## config.mk

```make
export PLATFORM = sky130hd
export DESIGN_NAME = s1_pipe
export DESIGN_NICKNAME = d
export VERILOG_FILES = /design/src/rtl/s1_pkg.sv /design/src/rtl/s1_pipe_stage.sv /design/src/rtl/s1_pipe.sv
export SDC_FILE = /design/constraint.sdc
export NUM_CORES = 1
export LEC_CHECK = 0
export CAP_MARGIN = 20
export CORE_ASPECT_RATIO = 1.2
export CORE_UTILIZATION = 44
export DETAILED_ROUTE_END_ITERATION = 10
export GPL_ROUTABILITY_DRIVEN = 0
export PLACE_DENSITY = 0.83
export SYNTH_ARGS = -nofsm -noshare
export SYNTH_HDL_FRONTEND = slang
export SYNTH_HIERARCHICAL = 1
export SYNTH_SLANG_ARGS = --single-unit
```

## constraint.sdc

```tcl
create_clock -name clk -period 2.6 [get_ports clk]
set_input_delay 0.52 -clock clk [delete_from_list [all_inputs] [get_ports clk]]
set_output_delay 0.52 -clock clk [all_outputs]
set_load 0.01 [all_outputs]
```

## src/rtl/s1_pkg.sv

```systemverilog
// Shared constants for the s1 select-mux pipeline.
package s1_pkg;

  // Mux select encoding: {a1|b1, a0&s0_en}.
  localparam logic [1:0] SEL_00 = 2'b00;
  localparam logic [1:0] SEL_01 = 2'b01;
  localparam logic [1:0] SEL_10 = 2'b10;
  localparam logic [1:0] SEL_11 = 2'b11;

  localparam int unsigned DEPTH_MIN = 1;
  localparam int unsigned DEPTH_MAX = 8;

endpackage

```

## src/rtl/s1_pipe_stage.sv

```systemverilog
// One pipeline slot: WIDTH-bit data register plus valid bit.
// Loads (or drains to empty) whenever the top grants it a load slot.
module s1_pipe_stage #(
  parameter int unsigned WIDTH = 8
) (
  input  logic             clk,
  input  logic             clr,
  input  logic             load,
  input  logic             up_valid,
  input  logic [WIDTH-1:0] up_data,
  output logic             valid,
  output logic [WIDTH-1:0] data
);

  // Data only captured for a real upstream item; stale data is masked by valid.
  always_ff @(posedge clk) begin
    if (clr) begin
      valid <= 1'b0;
      data  <= '0;
    end else if (load) begin
      valid <= up_valid;
      if (up_valid) begin
        data <= up_data;
      end
    end
  end

endmodule

```

## src/rtl/s1_pipe.sv

```systemverilog
// Select-driven 4:1 mux feeding a DEPTH-stage ready/valid pipeline
// with an occupancy counter.
module s1_pipe
  import s1_pkg::*;
#(
  parameter int unsigned WIDTH = 8,
  parameter int unsigned DEPTH = 2,
  parameter int unsigned OCC_W = $clog2(DEPTH + 1)
) (
  input  logic             clk,
  input  logic             clr,
  input  logic [WIDTH-1:0] d00,
  input  logic [WIDTH-1:0] d01,
  input  logic [WIDTH-1:0] d10,
  input  logic [WIDTH-1:0] d11,
  input  logic             a0,
  input  logic             s0_en,
  input  logic             a1,
  input  logic             b1,
  input  logic             in_valid,
  output logic             in_ready,
  output logic [WIDTH-1:0] out,
  output logic             out_valid,
  input  logic             out_ready,
  output logic [OCC_W-1:0] occupancy
);

  if (DEPTH < DEPTH_MIN || DEPTH > DEPTH_MAX) begin : g_bad_depth
    $error("s1_pipe: DEPTH outside legal range");
  end

  logic [1:0]             sel_c;
  logic [WIDTH-1:0]       mux_c;
  logic [DEPTH:0]         vld;
  logic [DEPTH:0][WIDTH-1:0] dat;
  logic [DEPTH:0]         rdy;
  logic                   in_fire;
  logic                   out_fire;
  logic [OCC_W-1:0]       occ;

  // Operand select ahead of stage 0.
  always_comb begin
    sel_c = {a1 | b1, a0 & s0_en};
    mux_c = d00;
    case (sel_c)
      SEL_00: mux_c = d00;
      SEL_01: mux_c = d01;
      SEL_10: mux_c = d10;
      SEL_11: mux_c = d11;
      default: mux_c = d00;
    endcase
  end

  assign vld[0] = in_valid;
  assign dat[0] = mux_c;

  // Stage k may load if empty or its successor frees it; successor of the head is out_ready.
  always_comb begin
    rdy        = '0;
    rdy[DEPTH] = out_ready;
    for (int k = int'(DEPTH) - 1; k >= 0; k--) begin
      rdy[k] = ~vld[k+1] | rdy[k+1];
    end
  end

  for (genvar k = 0; k < int'(DEPTH); k++) begin : g_stage
    s1_pipe_stage #(.WIDTH(WIDTH)) u_stage (
      .clk      (clk),
      .clr      (clr),
      .load     (rdy[k]),
      .up_valid (vld[k]),
      .up_data  (dat[k]),
      .valid    (vld[k+1]),
      .data     (dat[k+1])
    );
  end

  // Handshakes are suppressed while clr is asserted.
  assign in_ready  = rdy[0] & ~clr;
  assign out_valid = vld[DEPTH] & ~clr;
  assign out       = dat[DEPTH];

  assign in_fire  = in_valid & in_ready;
  assign out_fire = out_valid & out_ready;

  always_ff @(posedge clk) begin
    if (clr) begin
      occ <= '0;
    end else if (in_fire && !out_fire && occ != OCC_W'(DEPTH)) begin
      occ <= occ + OCC_W'(1);
    end else if (out_fire && !in_fire && occ != '0) begin
      occ <= occ - OCC_W'(1);
    end
  end

  assign occupancy = occ;

endmodule

```

Word-level counts from Yosys, hierarchy flattened

Index checks and enable logic that the tools add are counted.

Register bits: 20
Logic and storage cells: 36

Add/subtract/negate cells: 2
Equality and inequality tests: 4
Bitwise logic cells: 11
Mux-type cells: 3
Reductions and logical operators: 11

Operator list:

| cell                                                                  | number |
|---|---|
| 8-bit case mux with 4 select lines                                    | 1 |
| 1-bit AND                                                             | 5 |
| 2-bit equality test, second input constant                            | 2 |
| 1-bit logical AND                                                     | 4 |
| 2-bit 2-to-1 mux                                                      | 2 |
| 2-bit AND reduction                                                   | 2 |
| 2-bit nonzero test                                                    | 2 |
| 1-bit inverter                                                        | 3 |
| 1-bit bitwise OR                                                      | 3 |
| 2-bit by 1-bit adder with 2-bit output, second input constant         | 1 |
| 2-bit by 1-bit equality test with 1-bit output, second input constant | 1 |
| 1-bit logical NOT                                                     | 2 |
| 2-bit logical NOT                                                     | 1 |
| 2-bit inequality test, second input constant                          | 1 |
| 2-bit by 1-bit subtractor with 2-bit output, second input constant    | 1 |

Logic depth before layout (Yosys ltp)

Gate-level depths: netlist of the first run.

Depth after elaboration: 10
Gate-level depth with buffers: 5
Gate-level depth less buffers: 4

By module

The synthesis of the first run kept the hierarchy.

Modules (own cells, without submodules):

| module        | area an instance (um2) | sequential area each (um2) | cells each | times used |
|---|---|---|---|---|
| s1_pipe_stage | 404.1                  | 180.2                      | 40         | 2 |
| s1_pipe       | 360.3                  | 40.0                       | 30         | 1 |

Least setup slack after synthesis of the first run

No wires, ideal clock.

Kind: input -> register
From: input a0
To: register g_stage[0].u_stage.data[4]
Setup slack: 1177 ps
Arrival time: 1294 ps
Cell stages on the path: 4
Setup time: 129 ps
Cells stage by stage: nand2_4 -> mux4_2 -> nand3_1 -> a21oi_2

RTL lines:

| element              | RTL line            | source |
|---|---|---|
| from (decl)          | s1_pipe.sv:16       | `input logic a0,` |
| to (signal assigned) | s1_pipe_stage.sv:23 | `data <= up_data;` |
| to (decl)            | s1_pipe_stage.sv:12 | `output logic [WIDTH-1:0] data` |

Worst setup path after layout of the first run

From: input out_ready
To: output in_ready

Cells in the longest elaborated chain, start to end: 3

RTL lines:

| element                        | RTL line      | source |
|---|---|---|
| from (decl)                    | s1_pipe.sv:24 | `input logic out_ready,` |
| 1-bit bitwise OR (2 in series) | s1_pipe.sv:62 | `rdy[k] = ~vld[k+1] \| rdy[k+1];` |
| via rdy[0]                     | s1_pipe.sv:36 | `logic [DEPTH:0] rdy;` |
| 1-bit AND                      | s1_pipe.sv:79 | `assign in_ready = rdy[0] & ~clr;` |
| to (decl)                      | s1_pipe.sv:21 | `output logic in_ready,` |

The timed path passes the listed nets, and every way through them passes these cells.

==> Implementation_results.wiki, run 1 <==
{| class="wikitable"
! Metric !! Value
|-
| Average instance area after synthesis || 10.6 sq um
|-
| Clock insertion delay at the later pin of the skew report || 0.30 ns
|-
| Proportion of power drawn by flip-flops and latches || 49.1%
|-
| EDFF count, synth || 0
|-
| Synthesized netlist net count || 150
|-
| Largest buffer count on any clock path || 2
|-
| TritonCTS clock tree || done
|-
| Number of input and output port buffers inserted || 51
|-
| Final period util || 90.9%
|-
| Via count of the first global-routing pass || 1045
|-
| Clock tree skew after final layout || 0.00266 ns
|-
| Largest net degree at the start of global routing || 20
|-
| Placement-stage cell area || 1670 sq um
|-
| Distinct cell type count of the synthesized netlist || 27
|-
| Areal power density over the cells || 400 nW/um^2
|-
| Leakage || 0.627 nW
|-
| Endpoint of the lowest-slack register-to-register path || g_stage[1].u_stage/data[5]
|-
| Hold crit path type || reg -> reg
|-
| Setup violation total in the final timing report || 0
|-
| Type of the worst setup path || in -> out
|-
| Number of instances in the synthesized netlist || 110
|-
| Number of clock sinks seen by CTS || 20
|-
| Die Ht || 58.5 microns
|-
| Initial core utilization || 46.2%
|-
| GRT Resource Usage Total || 19.1%
|-
| Final nets || 201
|-
| H-tree lvl count || 1
|-
| Clock-pin transition on the worst setup and hold timing paths || 0.10 ns
|-
| Final routed wirelength across all metal layers || 2.41 mm
|-
| F_max || 0.423 GHz
|-
| Category of the worst setup path capture point || output pin
|-
| Seq/Total Area, Yosys || 34.3%
|-
| Most common cell after layout, fill and taps aside || sky130_fd_sc_hd__clkdlybuf4s50_1
|-
| Crit path DAT || 1.84 ns
|-
| Largest cells by area after synthesis || sky130_fd_sc_hd__dfxtp_1 34%, sky130_fd_sc_hd__mux4_2 15%, sky130_fd_sc_hd__a21bo_2 12%
|-
| Sum of negative setup slack || 0 ns
|-
| Remaining max-slew budget at the tightest pin || 63.6%
|-
| Relative contribution of the clock network to total power || 26.1%
|-
| Worst Reg2Reg Path Length in Cells || 3
|-
| Critical Path Start || out_ready
|-
| Setup repair after global routing missed its margin || no
|-
| CTS root buffer || sky130_fd_sc_hd__clkbuf_4
|-
| Critical path required time || 2.08 ns
|-
| Half-perimeter wire length after placement || 1.97 mm
|-
| Fraction of registers with async set/reset || 0%
|-
| Number of detailed-route iterations in the first pass || 4
|-
| Most used cells in the layout excluding fill and tap cells || 51 x sky130_fd_sc_hd__clkdlybuf4s50_1, 20 x sky130_fd_sc_hd__dfxtp_1, 18 x sky130_fd_sc_hd__nand3_1
|-
| Initial antenna violation count || 0
|-
| Post-cts sizing count || 0
|-
| Yosys top cell area share || 34.3%
|-
| Vias || 1040
|-
| Number of violations of the max-capacitance limit || 0
|-
| Count of inserted antenna diode cells || 0
|-
| Internal portion of total power || 0.522 mW
|-
| Slew of the pin with the lowest slew margin || 0.546 ns
|-
| Area of all placed cells without fillers || 1700 sq um
|-
| Area of the multi-input gates || 672 sq um
|-
| Run status || complete, no violations
|-
| Die Span X || 49.0 microns
|-
| Core area || 2530 sq um
|-
| Worst reg2reg setup slack || 1.23 ns
|-
| Switching part of the total power || 23.4%
|-
| Vias per Instance || 5.39
|-
| Combinational cell fraction of total power || 24.9%
|-
| # IOs || 52
|-
| Synthesis Warnings || 6
|-
| Cell depth of the worst hold path || 2
|-
| Switching component of the power || 0.160 mW
|-
| Placement Rows || 20
|-
| Cell type contributing the most total cell area after synthesis || sky130_fd_sc_hd__dfxtp_1
|-
| Biggest fanout along the worst timing path || 4
|-
| IR drop worst, VDD || 0.218 mV
|-
| Flop and latch count out of synthesis || 20
|-
| Total clock buffers created by CTS || 3
|-
| Final global-route overflow total || 0
|-
| Initial drt markers || 8
|-
| Storage element area || 400 sq um
|-
| Area Overhead vs Synth || 45.6%
|-
| Post-route DRC || 0
|-
| Primary FF master, synth || sky130_fd_sc_hd__dfxtp_1
|-
| Post-Syn Area || 1170 sq um
|-
| Fraction of final layout cells sized beyond drive strength 1 || 23.1%
|-
| Worst setup path end || in_ready
|-
| Post CTS Setup Buffer Count || 0
|-
| Die area || 2870 sq um
|-
| Routed wire per std cell || 12.5 microns
|-
| Hold-fix buffers, CTS || 0
|-
| Launching point of the worst reg2reg path || g_stage[1].u_stage/valid
|-
| Final hold violations || 0
|-
| Layout fillers || 198
|-
| Sort of element at the start of the critical path || input port
|-
| Post-detailed-route count of antenna-violating nets || 0
|-
| First-pass GRT wire length || 4.20 mm
|-
| Final count of pins violating max slew || 0
|-
| Tmin final || 2.36 ns
|}
[layout make-up]
type                    count  area share [%]
clock buffers               4            2.13
repair buffers             56            32.2
flip-flops and latches     20            23.5
well taps                  33            2.43
multi-input cells          79            39.5
inverters                   1           0.221
[worst max-delay path: stages]
cell                              delay [ns]
sky130_fd_sc_hd__clkdlybuf4s50_1        0.50
sky130_fd_sc_hd__nand3b_1               0.14
sky130_fd_sc_hd__and2_1                 0.13
sky130_fd_sc_hd__clkdlybuf4s50_1        0.54
[kinds of logic (layout without fill, tap and decap cells)]
kind of cell | Yosys count | after routing | share of synthesized area [%]
muxes | 11 | 11 | 18.0
DFF | 20 | 20 | 34.3
AOI/OAI and AO/OA | 36 | 36 | 24.1
and+or+nand+nor | 32 | 32 | 15.4
buffers and inverters | 11 | 61 | 8.24
[registers in the layout, indices dropped and copies added (netlist names)]
name,count
occupancy,2
g_stage.u_stage/valid,2
g_stage.u_stage/data,16
[worst min-delay path by stage]
stage | slack, ns | to | from
finish | 0.48 | g_stage[1].u_stage/data[7] | g_stage[0].u_stage/data[7]
floorplan | 0.44 | g_stage[1].u_stage/data[5] | g_stage[0].u_stage/data[5]
CTS | 0.48 | g_stage[1].u_stage/data[7] | g_stage[0].u_stage/data[7]
global route | 0.51 | g_stage[1].u_stage/data[7] | g_stage[0].u_stage/data[7]
detailed placement | 0.46 | g_stage[1].u_stage/data[7] | g_stage[0].u_stage/data[7]
global placement | 0.45 | g_stage[1].u_stage/data[7] | g_stage[0].u_stage/data[7]
[synth_stat cells (all sizes together), types with 2 or more instances]
cell     n
mux2i    3
nand2    2
nor2b    2
o211ai   2
mux4     8
buf     10
nor2     4
a21oi   16
nand3   18
dfxtp   20
a21bo   16
and2     2
[layer usage]
layer | global-route usage (%) | part of all wire, %
met5 | 0 | 0
met4 | 12.2 | 2.3
met3 | 1.81 | 6.5
met2 | 36.3 | 53
met1 | 20.1 | 39
[power groups by stage]
stage	combinational (mW)	clock, mW	sequential, mW
6_report	0.169	0.178	0.334
5_1_grt	0.182	0.200	0.337
4_1_cts	0.171	0.186	0.334
3_5_place_dp	0.170	0	0.341
3_3_place_gp	0.166	0	0.340
2_1_floorplan	0.0833	0	0.342
[through the flow]
stage	util [%]	hold slack [ns]	setup WS [ns]	instances	total power [mW]
6_report	67.3	0.477	0.237	193	0.681
5_1_grt	67.3	0.508	0.217	193	0.720
4_1_cts	67.3	0.477	0.237	193	0.691
3_5_place_dp	65.9	0.461	0.241	189	0.511
3_3_place_gp	65.9	0.454	0.283	189	0.506
2_1_floorplan	-	0.438	1.18	110	0.425
(Power assumes the default switching activity.)
==> run 2: changes to the inputs <==
--- a/config.mk
+++ b/config.mk
@@ -5,7 +5,6 @@
 export SDC_FILE = /design/constraint.sdc
 export NUM_CORES = 1
 export LEC_CHECK = 0
-export CAP_MARGIN = 20
 export CORE_ASPECT_RATIO = 1.2
 export CORE_UTILIZATION = 44
 export DETAILED_ROUTE_END_ITERATION = 10
==> results of run 2 <==
Same layout as run 1: the final DEF is identical, and so are final timing and power.
==> run 3: changes to the inputs <==
--- a/config.mk
+++ b/config.mk
@@ -5,6 +5,7 @@
 export SDC_FILE = /design/constraint.sdc
 export NUM_CORES = 1
 export LEC_CHECK = 0
+export CAP_MARGIN = 20
 export CORE_ASPECT_RATIO = 1.2
 export CORE_UTILIZATION = 44
 export DETAILED_ROUTE_END_ITERATION = 10
==> results of run 3 <==
Same layout as run 1: the final DEF is identical, and so are final timing and power.
